### src/rtl/single_bit_b_ctrl.sv
// rtl/single_bit_b_ctrl.sv - bit-serial GF(2^m) multiplier sequencer around one single_bit_b_pe row
//
// single_bit_b_pe: one systolic row step, t = t_i1_j1 ^ (t_i1_m1 ? g : 0) ^ (b ? a : 0)
//   a        [m-1:0] multiplicand
//   b                current multiplier bit
//   g        [m-1:0] field polynomial without x^m
//   t_i1_j1  [m-1:0] previous partial product shifted left by one
//   t_i1_m1          previous partial product MSB (reduction trigger)
//   t        [m-1:0] new partial product
//
// single_bit_b_ctrl: accepts (a, b, g), runs m PE steps MSB-first, returns a*b mod (x^m + g)
//   clk, rst                 clock, asynchronous active-high reset
//   in_valid/in_ready        operand handshake (in_ready high only in IDLE)
//   a, b, g      [m-1:0]     operands, sampled at acceptance only
//   out_valid/out_ready      result handshake (out_valid high only in DONE)
//   result       [m-1:0]     partial product register, final product while out_valid
//   busy                     high while in RUN
//   abort                    only with SINGLE_BIT_B_CTRL_ABORT_EN: drop operation in RUN/DONE
//
// Operand width m comes from the DATA_WIDTH define (defaults to 4 when not supplied).

`ifndef DATA_WIDTH
`define DATA_WIDTH 4
`endif

module single_bit_b_pe #(
    parameter int W = 4
) (
    input  logic [W-1:0] a,
    input  logic         b,
    input  logic [W-1:0] g,
    input  logic [W-1:0] t_i1_j1,
    input  logic         t_i1_m1,
    output logic [W-1:0] t
);

    always_comb begin
        t = '0;
        for (int j = 0; j < W; j++) begin
            t[j] = t_i1_j1[j] ^ (t_i1_m1 & g[j]) ^ (b & a[j]);
        end
    end

endmodule

module single_bit_b_ctrl (
    input  logic                   clk,
    input  logic                   rst,
    input  logic                   in_valid,
    output logic                   in_ready,
    input  logic [`DATA_WIDTH-1:0] a,
    input  logic [`DATA_WIDTH-1:0] b,
    input  logic [`DATA_WIDTH-1:0] g,
    output logic                   out_valid,
    input  logic                   out_ready,
    output logic [`DATA_WIDTH-1:0] result,
    output logic                   busy
`ifdef SINGLE_BIT_B_CTRL_ABORT_EN
    ,
    input  logic                   abort
`endif
);

    localparam int W     = `DATA_WIDTH;
    localparam int CNT_W = (W > 1) ? $clog2(W) : 1;

    typedef enum logic [1:0] {
        IDLE = 2'd0,
        RUN  = 2'd1,
        DONE = 2'd2
    } state_t;

    state_t             state;
    state_t             state_next;
    logic [W-1:0]       a_reg;
    logic [W-1:0]       g_reg;
    logic [W-1:0]       b_reg;
    logic [W-1:0]       t_reg;
    logic [CNT_W-1:0]   cnt;
    logic [W-1:0]       pe_t;
    logic               accept;
    logic               abort_hit;

    // Abort only matters once an operation is in flight; in IDLE it is ignored
    // so a simultaneous in_valid is still accepted.
`ifdef SINGLE_BIT_B_CTRL_ABORT_EN
    assign abort_hit = abort && (state != IDLE);
`else
    assign abort_hit = 1'b0;
`endif

    assign accept = (state == IDLE) && in_valid;

    single_bit_b_pe #(
        .W (W)
    ) u_pe (
        .a       (a_reg),
        .b       (b_reg[W-1]),
        .g       (g_reg),
        .t_i1_j1 ({t_reg[W-2:0], 1'b0}),
        .t_i1_m1 (t_reg[W-1]),
        .t       (pe_t)
    );

    always_ff @(posedge clk or posedge rst) begin
        if (rst) begin
            state <= IDLE;
        end else begin
            state <= state_next;
        end
    end

    always_comb begin
        state_next = state;
        case (state)
            IDLE: begin
                if (in_valid) begin
                    state_next = RUN;
                end
            end
            RUN: begin
                if (cnt == '0) begin
                    state_next = DONE;
                end
            end
            DONE: begin
                // Always pass through IDLE before the next accept.
                if (out_ready) begin
                    state_next = IDLE;
                end
            end
            default: begin
                state_next = IDLE;
            end
        endcase
        if (abort_hit) begin
            state_next = IDLE;
        end
    end

    always_ff @(posedge clk or posedge rst) begin
        if (rst) begin
            a_reg <= '0;
            g_reg <= '0;
            b_reg <= '0;
            t_reg <= '0;
            cnt   <= '0;
        end else if (abort_hit) begin
            t_reg <= '0;
        end else if (accept) begin
            a_reg <= a;
            g_reg <= g;
            b_reg <= b;
            t_reg <= '0;
            cnt   <= CNT_W'(W - 1);
        end else if (state == RUN) begin
            t_reg <= pe_t;
            b_reg <= {b_reg[W-2:0], 1'b0};
            cnt   <= cnt - 1'b1;
        end
    end

    // All handshake outputs decode the state register only, so they are
    // registered and have no combinational path from in_valid/out_ready.
    assign in_ready  = (state == IDLE);
    assign out_valid = (state == DONE);
    assign busy      = (state == RUN);
    assign result    = t_reg;

endmodule

### config.mk
export PLATFORM = sky130hd
export DESIGN_NAME = single_bit_b_ctrl
export DESIGN_NICKNAME = d
export VERILOG_FILES = /design/src/rtl/single_bit_b_ctrl.sv
export SDC_FILE = /design/constraint.sdc
export NUM_CORES = 1
export LEC_CHECK = 0
export ABC_AREA = 1
export CORE_MARGIN = 5
export CORE_UTILIZATION = 30
export CTS_CLUSTER_DIAMETER = 60
export DETAILED_ROUTE_END_ITERATION = 8
export SLEW_MARGIN = 5
export SYNTH_ARGS = -nofsm -noshare
export SYNTH_HDL_FRONTEND = slang
export SYNTH_SLANG_ARGS = --single-unit
### constraint.sdc
create_clock -name clk -period 2.09 [get_ports clk]
set_clock_uncertainty 0.2 [all_clocks]
set_input_delay 0.418 -clock clk [delete_from_list [all_inputs] [get_ports clk]]
set_output_delay 0.418 -clock clk [all_outputs]
set_load 0.01 [all_outputs]
# After elaboration in Yosys (flattened, before gate mapping)
# Index checks and enable logic that the tools add are counted.
dict set report word_totals {
  mem_bits_ro 0
  in_bits 16
  n_memories 0
  ff_bits 20
  mem_bits_rw 0
  latchBits 0
  out_inout_bits 7
  elab_cells 42
}
dict set report classes {
  mux 10
  n_div 0
  reduce_logical 5
  magnitude_cmp 0
  n_eq_ne 5
  addsub 1
  n_bitwise 15
  shifts 0
  mul 0
}
# op count
set ops {}
lappend ops {{$mux 4} 4}
lappend ops {{$mux 2} 5}
lappend ops {{$and 1x1->1} 8}
lappend ops {{$xor 1x1->1} 7}
lappend ops {{$pmux 2 s3} 1}
lappend ops {{$logic_not 2->1} 2}
lappend ops {{$ne 2x1->1 const B} 2}
lappend ops {{$reduce_and 3->1} 1}
lappend ops {{$eq 2x1->1 const B} 1}
lappend ops {{$eq 2x2->1 const B} 1}
lappend ops {{$ne 2x2->1 const B} 1}
lappend ops {{$reduce_bool 2->1} 1}
lappend ops {{$sub 2x1->2 const B} 1}
lappend ops {{$logic_and 1x1->1} 1}

# Depth between registers and ports, before layout
dict set report depth {
  ltp_word 5
  mapped_depth 7
  mapped_depth_nobuf 6
}

# By module
# From an unflattened synthesis, not the netlist that was laid out.
dict set report unflattened {
  cells_unflattened 140
  hier_area_um2 1039.7
}
# mod area_each_um2 n_inst seq_area_each_um2 cells_each
set by_module_without_submodules {}
lappend by_module_without_submodules {single_bit_b_ctrl 865.8 1 500.5 99}
lappend by_module_without_submodules {single_bit_b_pe 173.9 1 0.0 41}

# Least setup slack after synthesis
# Ideal clock, no wire load.
dict set report synth_timing {
  path_type {register to output}
  startpoint {reg state[1]}
  endpoint {out busy}
  stages_incl_launch_ff 4
  required_time_ns 1.472
  path_slack_ns 0.724
  path_buffers 0
  arrival_time_ns 0.748
  cell_sequence {dfrtp_1 -> inv_1 -> nand2_1 -> inv_2}
}
dict set report synth_via {
  elab_chain_cells 1
}
# element line_no
set synth_lines {}
lappend synth_lines {{start, declared} 73} ;# state_t state;
lappend synth_lines {{start signal, assigned} 109} ;# state <= state_next;
lappend synth_lines {{$eq 2x1->1} 167} ;# assign busy = (state == RUN);
lappend synth_lines {{end, declared} 57} ;# output logic busy
# Every way passes these cells.

# Worst setup path in the final report
dict set report layout_timing {
  startpoint {reg t_reg[3], in the netlist result[3]}
  endpoint {out result[3]}
}
# element line_no
set layout_lines {}
lappend layout_lines {{start, declared} 78} ;# logic [W-1:0] t_reg;
lappend layout_lines {{start signal, assigned} 157} ;# t_reg <= pe_t;
lappend layout_lines {{end, declared} 56} ;# output logic [`DATA_WIDTH-1:0] result,
# No word-level cell between the ends.

==> impl_metrics.py <==
metrics = {
    "global_routing": {
        "grt_usage_pct": 10.73,
        "grt_max_degree": 21,
        "grt_pass1_vias": 810,
        "grt_antenna_before_repair": 0,
        "grt_pass1_wl_um": 3567,
        "grt-ovfl-total": 0,
    },
    "placement": {
        "place_area_mm2": 0.001224,
        "place_congestion": 0.7402,
        "post-dp-hpwl_um": 1561,
        "place_ws_ns": 0.2207,
        "io_buffers": 22,
    },
    "routing": {
        "ant_nets": 0,
        "viasPerCell": 4.326,
        "dr.pass1.iters": 4,
        "num_vias": 835,
        "wirelength_um": 2109,
        "dr.first_iter.drc_count": 26,
        "wl_per_cell_um": 10.93,
        "drc": 0,
    },
    "critical_path": {
        "cp_slowest_cell": "clkdlybuf4s50_1",
        "cp_top_family": "buffers and inverters",
        "slowest_delay_ns": 0.57,
        "cp.arrival_ns": 1.34,
        "cp.required_ns": 1.47,
        "crit_fanout": 9,
        "critPathBufInv": 1,
        "path_class": "reg2out",
        "critical_path.cell_chain": "clkdlybuf4s50_1",
        "worst_setup_path_start_kind": "flip-flop",
        "endpoint_kind": "output pin",
    },
    "clocking": {
        "clock-sinks": 20,
        "clockBufferDepth": 2,
        "numCtsBuffers": 3,
        "cts_root_buffer": "clkbuf_4",
        "clkTransAtPathRegs_ns": 0.11,
        "cts-htree-levels": 1,
        "post-cts-setup-buffers": 0,
        "cts_tree": "done",
        "worstSkewPairLatency_ns": 0.30,
    },
    "final_layout": {
        "nFillCells": 339,
        "fin_nets": 168,
        "final_layout_size_suffix_gt1_share_pct": 10.07,
        "syn_to_final_growth_pct": 31.11,
        "multi_input_area_um2": 382.9,
        "diodes": 0,
        "regArea_um2": 503.0,
        "stdcell_area_mm2": 0.001255,
    },
    "worst_hold_path": {
        "min_path_type": "in2async",
    },
    "sta": {
        "tns_ns": 0,
        "rsz0062_at_grt": "no",
        "period_share_pct": 93.45,
        "layout_min_cycle_time_ns": 1.953,
        "setup_viol": 0,
        "slew_viol_final": 0,
        "fmax_mhz": 512.0,
        "whs_ns": 0.2304,
        "final-hold-violation-count": 0,
        "slew_headroom_pct": 76.56,
        "max_slew.worst_pin.slew_ns": 0.3515,
        "fin_ws_ns": 0.1369,
    },
    "floorplanning": {
        "pin_count": 23,
        "core-area_mm2": 0.003053,
        "fp-row-count": 20,
        "die-area_mm2": 0.004420,
        "start_util_pct": 31.35,
        "die_w_um": 66.49,
        "die_height_um": 66.49,
    },
    "synth": {
        "synth.distinct_cells": 17,
        "yosysSeqAreaShare_pct": 52.29,
        "yosysWarnings": 0,
        "synth_nets": 142,
        "netlist_instances": 125,
        "ys_seq_elements": 20,
        "syn_area_um2": 957.2,
        "avgSynthCellArea_um2": 7.657,
    },
    "pwr": {
        "power_uw": 1613,
        "irDropWorstVdd_mv": 0.5368,
        "power_density_mw_per_mm2": 1286,
        "total_leakage_power_uw": 0.0006766,
    },
    "status": {
        "status": "finished clean",
    },
    "run": {
        "maxCapViolCount": 0,
    },
}
-- what timing repair did --
| item | CTS | global route |
|---|---|---|
| gates resized for setup | 3 | 4 |
| hold buffers | 0 | 0 |
| endpoints found under the hold margin | 0 | 0 |
| endpoints found under the setup margin | 1 | 3 |
-- per-layer routing --
layer / up-vias / part of all wire, % / wire length, um / track usage (%)
met5: - / 0 / 0 / 0
met2: 16 / 50 / 1044 / 17.22
met1: 384 / 45 / 951 / 13.06
met4: 0 / 1.3 / 27 / 4.569
met3: 2 / 4.0 / 85 / 3.541
li1: 433 / - / - / -
-- cells in the final DEF, fill, tap and decap left out, drive strengths merged --
cell	netlist	layout
nand2	67	67
dfrtp	20	20
clkdlybuf4s50	0	19
nand3	13	13
inv	12	12
clkbuf	0	3
buf	4	3
o21ai	3	3
dlymetal6s2s	0	2
nor2	2	2
o31ai	1	1
o211ai	1	1
a21oi	1	1
ha	1	1
dlygate4sd2	0	1
-- layout make-up --
cell class	count	share of cell area, %
Tap cell	44	4.387
Clock buffer	3	1.795
Inverter	12	3.589
Timing Repair Buffer	25	19.64
Multi-Input combinational cell	89	30.51
Sequential cell	20	40.08
-- through the flow --
step,cells,utilization [%]
floorplan,125,-
global placement,190,40.08
detailed placement,190,40.08
CTS,193,40.86
global route,193,41.11
finish,193,41.11
-- worst paths after layout --
kind	from	to	slack, ns	cells past startpoint
max in group asynchronous	rst	state[0]	1.23	3
min in group clk	b_reg[0]	b_reg[0]	0.29	2
max	result[3]	result[3]	0.14	1
min reg2reg	b_reg[0]	b_reg[0]	0.29	2
min	rst	a_reg[3]	0.23	3
max reg2reg	state[0]	b_reg[1]	0.77	5
-- synth_stat cells --
| cell type | instances | area [um^2] |
|---|---|---|
| buf_6 | 1 | 11.26 |
| nor2_1 | 1 | 3.750 |
| inv_2 | 2 | 7.510 |
| nand3_1 | 13 | 65.06 |
| nand2_2 | 1 | 6.260 |
| nor2_2 | 1 | 6.260 |
| o211ai_1 | 1 | 7.510 |
| o21ai_2 | 1 | 8.760 |
| a21oi_1 | 1 | 5.000 |
| nand2_1 | 66 | 247.7 |
| buf_2 | 1 | 5.000 |
| o21ai_0 | 2 | 10.01 |
| ha_1 | 1 | 12.51 |
| inv_1 | 10 | 37.54 |
| dfrtp_1 | 20 | 500.5 |
| buf_4 | 2 | 15.01 |
| o31ai_1 | 1 | 7.510 |
-- cell families after synthesis --
family / share of synthesized area (%)
AO/OA/AOI/OAI: 4.053
adder cells (fa/ha/maj): 1.307
buffers and inverters: 7.974
flip-flops: 52.29
AND/OR/NAND/NOR: 34.38
-- report_power, final --
group	switching [uW]	total, uW	internal (uW)	leakage (uW)
logic	406	722	315	0.000414
registers	146	710	565	0.000249
clock network	114	181	67.1	0.0000138
total	666	1610	948	0.000677
(Power assumes the default switching activity.)
